<file path="config.mk">
export PLATFORM = sky130hd
export DESIGN_NAME = axi4_lite_demux_flat
export DESIGN_NICKNAME = d
export VERILOG_FILES = /design/src/rtl/axi4_lite_demux_if.sv /design/src/rtl/axi4_lite_demux.sv /design/src/flat_wrapper.sv
export SDC_FILE = /design/constraint.sdc
export NUM_CORES = 1
export LEC_CHECK = 0
export CORE_AREA = 5 5 278 280
export CTS_CLUSTER_SIZE = 25
export DETAILED_ROUTE_END_ITERATION = 10
export DIE_AREA = 0 0 283 285
export GPL_TIMING_DRIVEN = 1
export PLACE_DENSITY = 0.39
export SYNTH_ARGS = -nofsm -noshare
export SYNTH_HDL_FRONTEND = slang
export SYNTH_SLANG_ARGS = --single-unit
export TNS_END_PERCENT = 10
</file>
<file path="constraint.sdc">
create_clock -name ACLK -period 2.2 [get_ports ACLK]
set_input_delay 0.44 -clock ACLK [delete_from_list [all_inputs] [get_ports ACLK]]
set_output_delay 0.44 -clock ACLK [all_outputs]
set_load 0.05 [all_outputs]
</file>
<file path="src/rtl/axi4_lite_demux_if.sv">
// AXI4-Lite demux bus bundle: one upstream port (S_*) and N flattened
// downstream ports (M_*), lane i at [i*W +: W].
interface axi4_lite_demux_if #(
  parameter int DW = 32,
  parameter int AW = 32,
  parameter int N  = 4
);
  localparam int SW = DW / 8;

  logic [AW-1:0]   S_AWADDR;
  logic            S_AWVALID;
  logic            S_AWREADY;
  logic [DW-1:0]   S_WDATA;
  logic [SW-1:0]   S_WSTRB;
  logic            S_WVALID;
  logic            S_WREADY;
  logic [1:0]      S_BRESP;
  logic            S_BVALID;
  logic            S_BREADY;
  logic [AW-1:0]   S_ARADDR;
  logic            S_ARVALID;
  logic            S_ARREADY;
  logic [DW-1:0]   S_RDATA;
  logic [1:0]      S_RRESP;
  logic            S_RVALID;
  logic            S_RREADY;

  logic [N*AW-1:0] M_AWADDR;
  logic [N-1:0]    M_AWVALID;
  logic [N-1:0]    M_AWREADY;
  logic [N*DW-1:0] M_WDATA;
  logic [N*SW-1:0] M_WSTRB;
  logic [N-1:0]    M_WVALID;
  logic [N-1:0]    M_WREADY;
  logic [N*2-1:0]  M_BRESP;
  logic [N-1:0]    M_BVALID;
  logic [N-1:0]    M_BREADY;
  logic [N*AW-1:0] M_ARADDR;
  logic [N-1:0]    M_ARVALID;
  logic [N-1:0]    M_ARREADY;
  logic [N*DW-1:0] M_RDATA;
  logic [N*2-1:0]  M_RRESP;
  logic [N-1:0]    M_RVALID;
  logic [N-1:0]    M_RREADY;

  modport slave (
    input  S_AWADDR, S_AWVALID, S_WDATA, S_WSTRB,
    input  S_WVALID, S_BREADY, S_ARADDR, S_ARVALID,
    input  S_RREADY,
    output S_AWREADY, S_WREADY, S_BRESP, S_BVALID,
    output S_ARREADY, S_RDATA, S_RRESP, S_RVALID,
    output M_AWADDR, M_AWVALID, M_WDATA, M_WSTRB,
    output M_WVALID, M_BREADY, M_ARADDR, M_ARVALID,
    output M_RREADY,
    input  M_AWREADY, M_WREADY, M_BRESP, M_BVALID,
    input  M_ARREADY, M_RDATA, M_RRESP, M_RVALID
  );

  modport master (
    output S_AWADDR, S_AWVALID, S_WDATA, S_WSTRB,
    output S_WVALID, S_BREADY, S_ARADDR, S_ARVALID,
    output S_RREADY,
    input  S_AWREADY, S_WREADY, S_BRESP, S_BVALID,
    input  S_ARREADY, S_RDATA, S_RRESP, S_RVALID,
    input  M_AWADDR, M_AWVALID, M_WDATA, M_WSTRB,
    input  M_WVALID, M_BREADY, M_ARADDR, M_ARVALID,
    input  M_RREADY,
    output M_AWREADY, M_WREADY, M_BRESP, M_BVALID,
    output M_ARREADY, M_RDATA, M_RRESP, M_RVALID
  );
endinterface

</file>
<file path="src/rtl/axi4_lite_demux.sv">
// 1-to-N AXI4-Lite demux, one outstanding access per path, DECERR on miss.
// Optional watchdog + sticky FAULT: define AXI4_LITE_DEMUX_TIMEOUT_EN.
module axi4_lite_demux #(
  parameter int              DATA_WIDTH     = 32,
  parameter int              ADDRESS        = 32,
  parameter int              NUM_SLAVES     = 4,
  parameter logic [ADDRESS-1:0] BASE_ADDR   = '0,
  parameter int              REGION_BITS    = 12,
  parameter int              TIMEOUT_CYCLES = 16
) (
  input  logic ACLK,
  input  logic ARESET,
  axi4_lite_demux_if.slave bus
`ifdef AXI4_LITE_DEMUX_TIMEOUT_EN
  ,
  output logic [NUM_SLAVES-1:0] FAULT
`endif
);
  localparam int SW = DATA_WIDTH / 8;
  localparam int IW = NUM_SLAVES > 1 ? $clog2(NUM_SLAVES) : 1;

  typedef enum logic [1:0] {W_IDLE, W_FWD, W_RESP, W_BACK} w_state_t;
  typedef enum logic [1:0] {R_IDLE, R_FWD, R_WAIT, R_BACK} r_state_t;

  function automatic logic hit_f(input logic [ADDRESS-1:0] a);
    logic [ADDRESS-1:0] off;
    off = a - BASE_ADDR;
    return (a >= BASE_ADDR) &&
           ((off >> REGION_BITS) < ADDRESS'(NUM_SLAVES));
  endfunction

  function automatic logic [IW-1:0] idx_f(input logic [ADDRESS-1:0] a);
    logic [ADDRESS-1:0] off;
    off = (a - BASE_ADDR) >> REGION_BITS;
    return off[IW-1:0];
  endfunction

  function automatic logic [NUM_SLAVES-1:0] lane_f(input logic [IW-1:0] i);
    return NUM_SLAVES'(1) << i;
  endfunction

  w_state_t              w_st;
  r_state_t              r_st;
  logic                  w_to, r_to;
  logic [NUM_SLAVES-1:0] fault_q;

  logic                  aw_got, wd_got;
  logic [ADDRESS-1:0]    aw_q;
  logic [DATA_WIDTH-1:0] wd_q;
  logic [SW-1:0]         ws_q;
  logic [IW-1:0]         w_idx;
  logic                  s_awready, s_wready, s_bvalid;
  logic [1:0]            s_bresp;
  logic [NUM_SLAVES-1:0] m_awvalid, m_wvalid, m_bready;

  logic [ADDRESS-1:0]    ar_q;
  logic [DATA_WIDTH-1:0] rd_q;
  logic [IW-1:0]         r_idx;
  logic                  s_arready, s_rvalid;
  logic [1:0]            s_rresp;
  logic [NUM_SLAVES-1:0] m_arvalid, m_rready;

  logic                  aw_hs, wd_hs, aw_now, wd_now, ar_hs;
  logic [ADDRESS-1:0]    aw_cur;
  logic [IW-1:0]         aw_idx, ar_idx;
  logic                  aw_hit, ar_hit, aw_ok, wd_ok;

  assign aw_hs  = s_awready && bus.S_AWVALID;
  assign wd_hs  = s_wready && bus.S_WVALID;
  assign aw_now = aw_got || aw_hs;
  assign wd_now = wd_got || wd_hs;
  assign aw_cur = aw_got ? aw_q : bus.S_AWADDR;
  assign aw_hit = hit_f(aw_cur);
  assign aw_idx = idx_f(aw_cur);
  assign ar_hs  = s_arready && bus.S_ARVALID;
  assign ar_hit = hit_f(bus.S_ARADDR);
  assign ar_idx = idx_f(bus.S_ARADDR);
  assign aw_ok  = !m_awvalid[w_idx] || bus.M_AWREADY[w_idx];
  assign wd_ok  = !m_wvalid[w_idx] || bus.M_WREADY[w_idx];

  assign bus.S_AWREADY = s_awready;
  assign bus.S_WREADY  = s_wready;
  assign bus.S_BVALID  = s_bvalid;
  assign bus.S_BRESP   = s_bresp;
  assign bus.S_ARREADY = s_arready;
  assign bus.S_RVALID  = s_rvalid;
  assign bus.S_RRESP   = s_rresp;
  assign bus.S_RDATA   = rd_q;
  assign bus.M_AWADDR  = {NUM_SLAVES{aw_q}};
  assign bus.M_WDATA   = {NUM_SLAVES{wd_q}};
  assign bus.M_WSTRB   = {NUM_SLAVES{ws_q}};
  assign bus.M_ARADDR  = {NUM_SLAVES{ar_q}};
  assign bus.M_AWVALID = m_awvalid;
  assign bus.M_WVALID  = m_wvalid;
  assign bus.M_BREADY  = m_bready;
  assign bus.M_ARVALID = m_arvalid;
  assign bus.M_RREADY  = m_rready;

  always_ff @(posedge ACLK) begin
    if (ARESET) begin
      w_st      <= W_IDLE;
      aw_got    <= 1'b0;
      wd_got    <= 1'b0;
      aw_q      <= '0;
      wd_q      <= '0;
      ws_q      <= '0;
      w_idx     <= '0;
      s_awready <= 1'b0;
      s_wready  <= 1'b0;
      s_bvalid  <= 1'b0;
      s_bresp   <= 2'b00;
      m_awvalid <= '0;
      m_wvalid  <= '0;
      m_bready  <= '0;
    end else begin
      unique case (w_st)
        W_IDLE: begin
          if (aw_hs) begin
            aw_q   <= bus.S_AWADDR;
            aw_got <= 1'b1;
          end
          if (wd_hs) begin
            wd_q   <= bus.S_WDATA;
            ws_q   <= bus.S_WSTRB;
            wd_got <= 1'b1;
          end
          if (aw_now && wd_now) begin
            s_awready <= 1'b0;
            s_wready  <= 1'b0;
            aw_got    <= 1'b0;
            wd_got    <= 1'b0;
            w_idx     <= aw_idx;
            if (!aw_hit || fault_q[aw_idx]) begin
              s_bresp  <= aw_hit ? 2'b10 : 2'b11;
              s_bvalid <= 1'b1;
              w_st     <= W_BACK;
            end else begin
              m_awvalid <= lane_f(aw_idx);
              m_wvalid  <= lane_f(aw_idx);
              w_st      <= W_FWD;
            end
          end else begin
            s_awready <= !aw_now;
            s_wready  <= !wd_now;
          end
        end
        W_FWD: begin
          if (w_to) begin
            m_awvalid <= '0;
            m_wvalid  <= '0;
            s_bresp   <= 2'b10;
            s_bvalid  <= 1'b1;
            w_st      <= W_BACK;
          end else begin
            if (bus.M_AWREADY[w_idx]) m_awvalid <= '0;
            if (bus.M_WREADY[w_idx])  m_wvalid  <= '0;
            if (aw_ok && wd_ok) begin
              m_bready <= lane_f(w_idx);
              w_st     <= W_RESP;
            end
          end
        end
        W_RESP: begin
          if (w_to) begin
            m_bready <= '0;
            s_bresp  <= 2'b10;
            s_bvalid <= 1'b1;
            w_st     <= W_BACK;
          end else if (bus.M_BVALID[w_idx]) begin
            m_bready <= '0;
            s_bresp  <= bus.M_BRESP[w_idx*2 +: 2];
            s_bvalid <= 1'b1;
            w_st     <= W_BACK;
          end
        end
        W_BACK: begin
          if (bus.S_BREADY) begin
            s_bvalid  <= 1'b0;
            s_awready <= 1'b1;
            s_wready  <= 1'b1;
            w_st      <= W_IDLE;
          end
        end
        default: w_st <= W_IDLE;
      endcase
    end
  end

  always_ff @(posedge ACLK) begin
    if (ARESET) begin
      r_st      <= R_IDLE;
      ar_q      <= '0;
      rd_q      <= '0;
      r_idx     <= '0;
      s_arready <= 1'b0;
      s_rvalid  <= 1'b0;
      s_rresp   <= 2'b00;
      m_arvalid <= '0;
      m_rready  <= '0;
    end else begin
      unique case (r_st)
        R_IDLE: begin
          if (ar_hs) begin
            ar_q      <= bus.S_ARADDR;
            r_idx     <= ar_idx;
            s_arready <= 1'b0;
            if (!ar_hit || fault_q[ar_idx]) begin
              rd_q     <= '0;
              s_rresp  <= ar_hit ? 2'b10 : 2'b11;
              s_rvalid <= 1'b1;
              r_st     <= R_BACK;
            end else begin
              m_arvalid <= lane_f(ar_idx);
              r_st      <= R_FWD;
            end
          end else begin
            s_arready <= 1'b1;
          end
        end
        R_FWD: begin
          if (r_to) begin
            m_arvalid <= '0;
            rd_q      <= '0;
            s_rresp   <= 2'b10;
            s_rvalid  <= 1'b1;
            r_st      <= R_BACK;
          end else if (bus.M_ARREADY[r_idx]) begin
            m_arvalid <= '0;
            m_rready  <= lane_f(r_idx);
            r_st      <= R_WAIT;
          end
        end
        R_WAIT: begin
          if (r_to) begin
            m_rready <= '0;
            rd_q     <= '0;
            s_rresp  <= 2'b10;
            s_rvalid <= 1'b1;
            r_st     <= R_BACK;
          end else if (bus.M_RVALID[r_idx]) begin
            m_rready <= '0;
            rd_q     <= bus.M_RDATA[r_idx*DATA_WIDTH +: DATA_WIDTH];
            s_rresp  <= bus.M_RRESP[r_idx*2 +: 2];
            s_rvalid <= 1'b1;
            r_st     <= R_BACK;
          end
        end
        R_BACK: begin
          if (bus.S_RREADY) begin
            s_rvalid  <= 1'b0;
            s_arready <= 1'b1;
            r_st      <= R_IDLE;
          end
        end
        default: r_st <= R_IDLE;
      endcase
    end
  end

`ifdef AXI4_LITE_DEMUX_TIMEOUT_EN
  localparam int CW = $clog2(TIMEOUT_CYCLES + 1);

  logic [CW-1:0] w_cnt, r_cnt;
  logic          w_act, r_act;

  assign w_act = (w_st == W_FWD) || (w_st == W_RESP);
  assign r_act = (r_st == R_FWD) || (r_st == R_WAIT);
  // fires on the TIMEOUT_CYCLES-th cycle spent waiting on the slave
  assign w_to  = w_act && (w_cnt == CW'(TIMEOUT_CYCLES - 1));
  assign r_to  = r_act && (r_cnt == CW'(TIMEOUT_CYCLES - 1));
  assign FAULT = fault_q;

  always_ff @(posedge ACLK) begin
    if (ARESET) begin
      w_cnt   <= '0;
      r_cnt   <= '0;
      fault_q <= '0;
    end else begin
      w_cnt <= (w_act && !w_to) ? w_cnt + 1'b1 : '0;
      r_cnt <= (r_act && !r_to) ? r_cnt + 1'b1 : '0;
      if (w_to) fault_q[w_idx] <= 1'b1;
      if (r_to) fault_q[r_idx] <= 1'b1;
    end
  end
`else
  assign w_to    = 1'b0;
  assign r_to    = 1'b0;
  assign fault_q = '0;
`endif
endmodule

</file>
<file path="src/flat_wrapper.sv">
// flat-port wrapper written by rule: the top's interface ports become plain ports
module axi4_lite_demux_flat 
#(
  parameter int              DATA_WIDTH     = 32,
  parameter int              ADDRESS        = 32,
  parameter int              NUM_SLAVES     = 4,
  parameter logic [ADDRESS-1:0] BASE_ADDR   = '0,
  parameter int              REGION_BITS    = 12,
  parameter int              TIMEOUT_CYCLES = 16
)
  (ACLK, ARESET, bus_S_AWADDR, bus_S_AWVALID, bus_S_WDATA, bus_S_WSTRB, bus_S_WVALID, bus_S_BREADY, bus_S_ARADDR, bus_S_ARVALID, bus_S_RREADY, bus_S_AWREADY, bus_S_WREADY, bus_S_BRESP, bus_S_BVALID, bus_S_ARREADY, bus_S_RDATA, bus_S_RRESP, bus_S_RVALID, bus_M_AWADDR, bus_M_AWVALID, bus_M_WDATA, bus_M_WSTRB, bus_M_WVALID, bus_M_BREADY, bus_M_ARADDR, bus_M_ARVALID, bus_M_RREADY, bus_M_AWREADY, bus_M_WREADY, bus_M_BRESP, bus_M_BVALID, bus_M_ARREADY, bus_M_RDATA, bus_M_RRESP, bus_M_RVALID);
  axi4_lite_demux_if #(.DW(32), .AW(32), .N((4))) bus_i ();
  input  logic ACLK;
  input  logic ARESET;
  input wire logic [$bits(bus_i.S_AWADDR)-1:0] bus_S_AWADDR;
  input wire logic [$bits(bus_i.S_AWVALID)-1:0] bus_S_AWVALID;
  input wire logic [$bits(bus_i.S_WDATA)-1:0] bus_S_WDATA;
  input wire logic [$bits(bus_i.S_WSTRB)-1:0] bus_S_WSTRB;
  input wire logic [$bits(bus_i.S_WVALID)-1:0] bus_S_WVALID;
  input wire logic [$bits(bus_i.S_BREADY)-1:0] bus_S_BREADY;
  input wire logic [$bits(bus_i.S_ARADDR)-1:0] bus_S_ARADDR;
  input wire logic [$bits(bus_i.S_ARVALID)-1:0] bus_S_ARVALID;
  input wire logic [$bits(bus_i.S_RREADY)-1:0] bus_S_RREADY;
  output wire logic [$bits(bus_i.S_AWREADY)-1:0] bus_S_AWREADY;
  output wire logic [$bits(bus_i.S_WREADY)-1:0] bus_S_WREADY;
  output wire logic [$bits(bus_i.S_BRESP)-1:0] bus_S_BRESP;
  output wire logic [$bits(bus_i.S_BVALID)-1:0] bus_S_BVALID;
  output wire logic [$bits(bus_i.S_ARREADY)-1:0] bus_S_ARREADY;
  output wire logic [$bits(bus_i.S_RDATA)-1:0] bus_S_RDATA;
  output wire logic [$bits(bus_i.S_RRESP)-1:0] bus_S_RRESP;
  output wire logic [$bits(bus_i.S_RVALID)-1:0] bus_S_RVALID;
  output wire logic [$bits(bus_i.M_AWADDR)-1:0] bus_M_AWADDR;
  output wire logic [$bits(bus_i.M_AWVALID)-1:0] bus_M_AWVALID;
  output wire logic [$bits(bus_i.M_WDATA)-1:0] bus_M_WDATA;
  output wire logic [$bits(bus_i.M_WSTRB)-1:0] bus_M_WSTRB;
  output wire logic [$bits(bus_i.M_WVALID)-1:0] bus_M_WVALID;
  output wire logic [$bits(bus_i.M_BREADY)-1:0] bus_M_BREADY;
  output wire logic [$bits(bus_i.M_ARADDR)-1:0] bus_M_ARADDR;
  output wire logic [$bits(bus_i.M_ARVALID)-1:0] bus_M_ARVALID;
  output wire logic [$bits(bus_i.M_RREADY)-1:0] bus_M_RREADY;
  input wire logic [$bits(bus_i.M_AWREADY)-1:0] bus_M_AWREADY;
  input wire logic [$bits(bus_i.M_WREADY)-1:0] bus_M_WREADY;
  input wire logic [$bits(bus_i.M_BRESP)-1:0] bus_M_BRESP;
  input wire logic [$bits(bus_i.M_BVALID)-1:0] bus_M_BVALID;
  input wire logic [$bits(bus_i.M_ARREADY)-1:0] bus_M_ARREADY;
  input wire logic [$bits(bus_i.M_RDATA)-1:0] bus_M_RDATA;
  input wire logic [$bits(bus_i.M_RRESP)-1:0] bus_M_RRESP;
  input wire logic [$bits(bus_i.M_RVALID)-1:0] bus_M_RVALID;
  assign bus_i.S_AWADDR = bus_S_AWADDR;
  assign bus_i.S_AWVALID = bus_S_AWVALID;
  assign bus_i.S_WDATA = bus_S_WDATA;
  assign bus_i.S_WSTRB = bus_S_WSTRB;
  assign bus_i.S_WVALID = bus_S_WVALID;
  assign bus_i.S_BREADY = bus_S_BREADY;
  assign bus_i.S_ARADDR = bus_S_ARADDR;
  assign bus_i.S_ARVALID = bus_S_ARVALID;
  assign bus_i.S_RREADY = bus_S_RREADY;
  assign bus_S_AWREADY = bus_i.S_AWREADY;
  assign bus_S_WREADY = bus_i.S_WREADY;
  assign bus_S_BRESP = bus_i.S_BRESP;
  assign bus_S_BVALID = bus_i.S_BVALID;
  assign bus_S_ARREADY = bus_i.S_ARREADY;
  assign bus_S_RDATA = bus_i.S_RDATA;
  assign bus_S_RRESP = bus_i.S_RRESP;
  assign bus_S_RVALID = bus_i.S_RVALID;
  assign bus_M_AWADDR = bus_i.M_AWADDR;
  assign bus_M_AWVALID = bus_i.M_AWVALID;
  assign bus_M_WDATA = bus_i.M_WDATA;
  assign bus_M_WSTRB = bus_i.M_WSTRB;
  assign bus_M_WVALID = bus_i.M_WVALID;
  assign bus_M_BREADY = bus_i.M_BREADY;
  assign bus_M_ARADDR = bus_i.M_ARADDR;
  assign bus_M_ARVALID = bus_i.M_ARVALID;
  assign bus_M_RREADY = bus_i.M_RREADY;
  assign bus_i.M_AWREADY = bus_M_AWREADY;
  assign bus_i.M_WREADY = bus_M_WREADY;
  assign bus_i.M_BRESP = bus_M_BRESP;
  assign bus_i.M_BVALID = bus_M_BVALID;
  assign bus_i.M_ARREADY = bus_M_ARREADY;
  assign bus_i.M_RDATA = bus_M_RDATA;
  assign bus_i.M_RRESP = bus_M_RRESP;
  assign bus_i.M_RVALID = bus_M_RVALID;
  axi4_lite_demux #(.DATA_WIDTH(DATA_WIDTH), .ADDRESS(ADDRESS), .NUM_SLAVES(NUM_SLAVES), .BASE_ADDR(BASE_ADDR), .REGION_BITS(REGION_BITS), .TIMEOUT_CYCLES(TIMEOUT_CYCLES)) u_core (.ACLK(ACLK), .ARESET(ARESET), .bus(bus_i));
endmodule
</file>
==> run metrics <==
largest net degree at the start of global routing 65; unrepaired setup endpoints after global routing true; min-delay worst type in -> reg; TritonCTS clock tree built; register area share after synthesis 33.70%; crit start category primary input; CTS Root Cell clkbuf_16; layout cells sized above 1 10.66%; Sw Share between 50% and 60%; worst-margin pin slew 579.4 ps; DP HPWL approximately 38000 um; drt wl/cell 17.70 um; fin crit period 2139 ps; Post-synth EDFFs 0; htree depth 4; worst reg2reg setup slack roughly 110 ps; CTS Buf Count 17; WP data required 2590 ps; gp weighted congestion around 0.8; Initial Utilization between 10 and 15%; Gate power share a little under three fifths; number of global-route vias before repair 9622; worst flop-to-flop path startpoint u_core.w_idx[0]; cell taking the most area after synthesis dfxtp_1; sequential share of power 25.2%; Die Area 80660 um2; setup TNS 0 ps; CP peak stage delay about 550 ps; first-pass GRT wire length 65340 um; Yosys top cell area share 33.70%; Pleak 7.876 nW; final setup fails 0; Slowest-stage cell, CP or4_4; Tot Pwr 0.01592 W; most common library cells after synthesis buf_4, nand2_1, dfxtp_1; Layout Nets between 1500 and 2000; Post-Syn Area 10040 um2; Clk Latency, worst-skew pair 470 ps; worst-path maximum fanout 5; critical path arrival 2530 ps; routed via count approximately 9400; outcome finished, final reports clean; Worst R2R End u_core.w_st[0]; Min-Delay Path Depth 2; syn nets around 1400; fraction of registers with async set/reset 0%; initial antenna violation count 5; DRC Markers 0; crit path to u_core.bus.M_ARVALID[2]; clk buf depth 2; P_sw 0.008123 W; core footprint about 74000 um2; critical path depth in cells 6; Int Pwr 0.007799 W; period utilisation layout a little over nine tenths; port bufs 731; Top delay family on crit path simple AND/OR/NAND/NOR gates; max frequency 467.6 MHz; Tot GR Track Use between 10% and 20%; flop and latch count out of synthesis 169; Final Instance Count excl. Fillers 2595; Syn. warnings 0; max_cap viols 0; final wirelength 45930 um; hold_buf cts 0; worst hold slack approximately 400 ps; Slew headroom 61.25%; num rows 100; Layout area overhead 66.70%; post-DR vias/cell 3.630; Final Hold Viols 0; final count of pins violating max slew 0; Die X 283 um; Inst Count DP between 2000 and 3000; Ports between 700 and 800; total clock sinks about 170; Max IR drop VDD 0.4462 mV; count leader, synth buf_4; Overflow after GRT 0; Worst Path Class, Setup in -> reg; fillcell total 8243; DRT iter0 DRCs between 200 and 300; Avg Cell Area, Syn 8.580 um2; crit path from bus_S_ARADDR[14]; Distinct cells, synth 56; Clk pwr share 19.2%; TritonRoute pass-1 iters 4; top cells by area, synth dfxtp_1, buf_4, nand2_1; Power Density 951.5 nW/um2; Synth Instances 1170; WP buf/inv 1; remaining antenna violation count 0; Die Y 285 um; reg2reg path depth 7; worst path cell trace clkdlybuf4s50_1, or4_4, nor3_4, a32oi_2, or4b_1, a21oi_1; Setup Skew 13.39 ps; Worst setup EP type register; Clock transition at path regs 70 ps; top_reg_cell synth dfxtp_1
[flip-flops by register name, summed over array words and instances, names as in the netlist, 2 cells and up]
| signal | cells |
|---|---|
| u_core.aw_q | 32 |
| u_core.bus.S_RDATA | 32 |
| u_core.wd_q | 32 |
| u_core.ar_q | 31 |
| u_core.bus.M_ARVALID | 4 |
| u_core.bus.M_AWVALID | 4 |
| u_core.bus.M_BREADY | 4 |
| u_core.bus.M_RREADY | 4 |
| u_core.bus.M_WVALID | 4 |
| u_core.ws_q | 4 |
| u_core.bus.S_BRESP | 2 |
| u_core.bus.S_RRESP | 2 |
| u_core.r_st | 2 |
| u_core.w_idx | 2 |
| u_core.w_st | 2 |
[cell families (layout without fill, tap and decap cells)]
| logic type | count (synthesis) | in the layout | share of synthesized area (%) |
|---|---|---|---|
| buffers and inverters | 379 | 832 | 25.95 |
| AND/OR/NAND/NOR | 365 | 365 | 16.45 |
| AO/OA/AOI/OAI | 170 | 170 | 9.473 |
| flip-flops | 169 | 169 | 33.70 |
| multiplexers | 79 | 79 | 13.42 |
| adder cells (fa/ha/maj) | 8 | 8 | 0.9972 |
| other | 0 | 3 | 0 |
[final cells by class]
| type | instances | area [um2] | share of cell area [%] |
|---|---|---|---|
| Antenna cell | 3 | 7.507 | 0.04486 |
| Clock buffer | 18 | 429.2 | 2.565 |
| Clock inverter | 14 | 138.9 | 0.8300 |
| Inverter | 19 | 71.32 | 0.4262 |
| Multi-Input combinational cell | 622 | 4094 | 24.47 |
| Sequential cell | 169 | 3387 | 20.24 |
| Tap cell | 969 | 1212 | 7.245 |
| Timing Repair Buffer | 781 | 7393 | 44.18 |
[cell usage in the layout (no fill, tap or decap), types with 3 or more instances in the layout]
cell type / n
dfxtp_2: 3
nand3_1: 6
nor4_1: 8
dlymetal6s2s_1: 21
clkinvlp_4: 3
or4_1: 5
nand4_1: 3
inv_6: 6
mux4_1: 4
dlygate4sd2_1: 354
a21oi_1: 120
mux4_2: 39
ha_1: 8
mux2i_1: 36
a311oi_1: 5
nor2_1: 25
dfxtp_1: 166
diode_2: 3
nand2_1: 244
clkbuf_16: 17
buf_12: 14
or4b_1: 3
inv_1: 19
nand2b_1: 39
buf_4: 70
clkdlybuf4s50_1: 321
o21ai_0: 22
nor3_1: 6
and3_1: 3
[what timing repair did]
action | CTS | global route
resized for setup | 357 | 25
buffers inserted | 0 | 0
setup endpoints to repair | 399 | 48
pin swaps | 0 | 1
[worst min-delay path by stage]
| stage | from | end | slack (ps) |
|---|---|---|---|
| after floorplan | u_core.wd_got | u_core.wd_got | 480 |
| after global placement | u_core.bus.M_RREADY[0] | u_core.bus.M_RREADY[0] | 450 |
| after detailed placement | u_core.bus.M_RREADY[0] | u_core.bus.M_RREADY[0] | 460 |
| after CTS | ARESET | u_core.bus.S_WREADY | 350 |
| after global routing | ARESET | u_core.bus.M_BREADY[2] | 410 |
| final | ARESET | u_core.wd_got | 410 |
[per-layer routing]
metal,global-route usage [%],vias to the layer above,share of wire (%),routed length [um]
met5,0,-,0.14,65
met4,3.886,10,2.8,1269
met3,4.249,51,8.3,3811
met2,18.76,418,50,22780
met1,11.85,4425,39,18000
li1,-,4515,-,-
[power by group through the flow]
stage	clock [W]	sequential [W]	combinational, W
after floorplan	0	0.00525	0.00558
after global placement	0	0.00411	0.00952
after detailed placement	0	0.00414	0.00952
after CTS	0.00327	0.00403	0.00896
after global routing	0.00335	0.00410	0.00930
final	0.00306	0.00401	0.00885
[metrics by stage]
| stage | area [um2] | util, % | worst slack [ps] |
|---|---|---|---|
| final | 16730 | 22.55 | 61.43 |
| after global routing | 16730 | 22.54 | -46.17 |
| after CTS | 16660 | 22.45 | 0.3474 |
| after detailed placement | 16520 | 22.27 | -576.8 |
| after global placement | 16520 | 22.27 | -507.5 |
| after floorplan | 10040 | - | 7.743 |
Power figures use the tool's default switching activity.
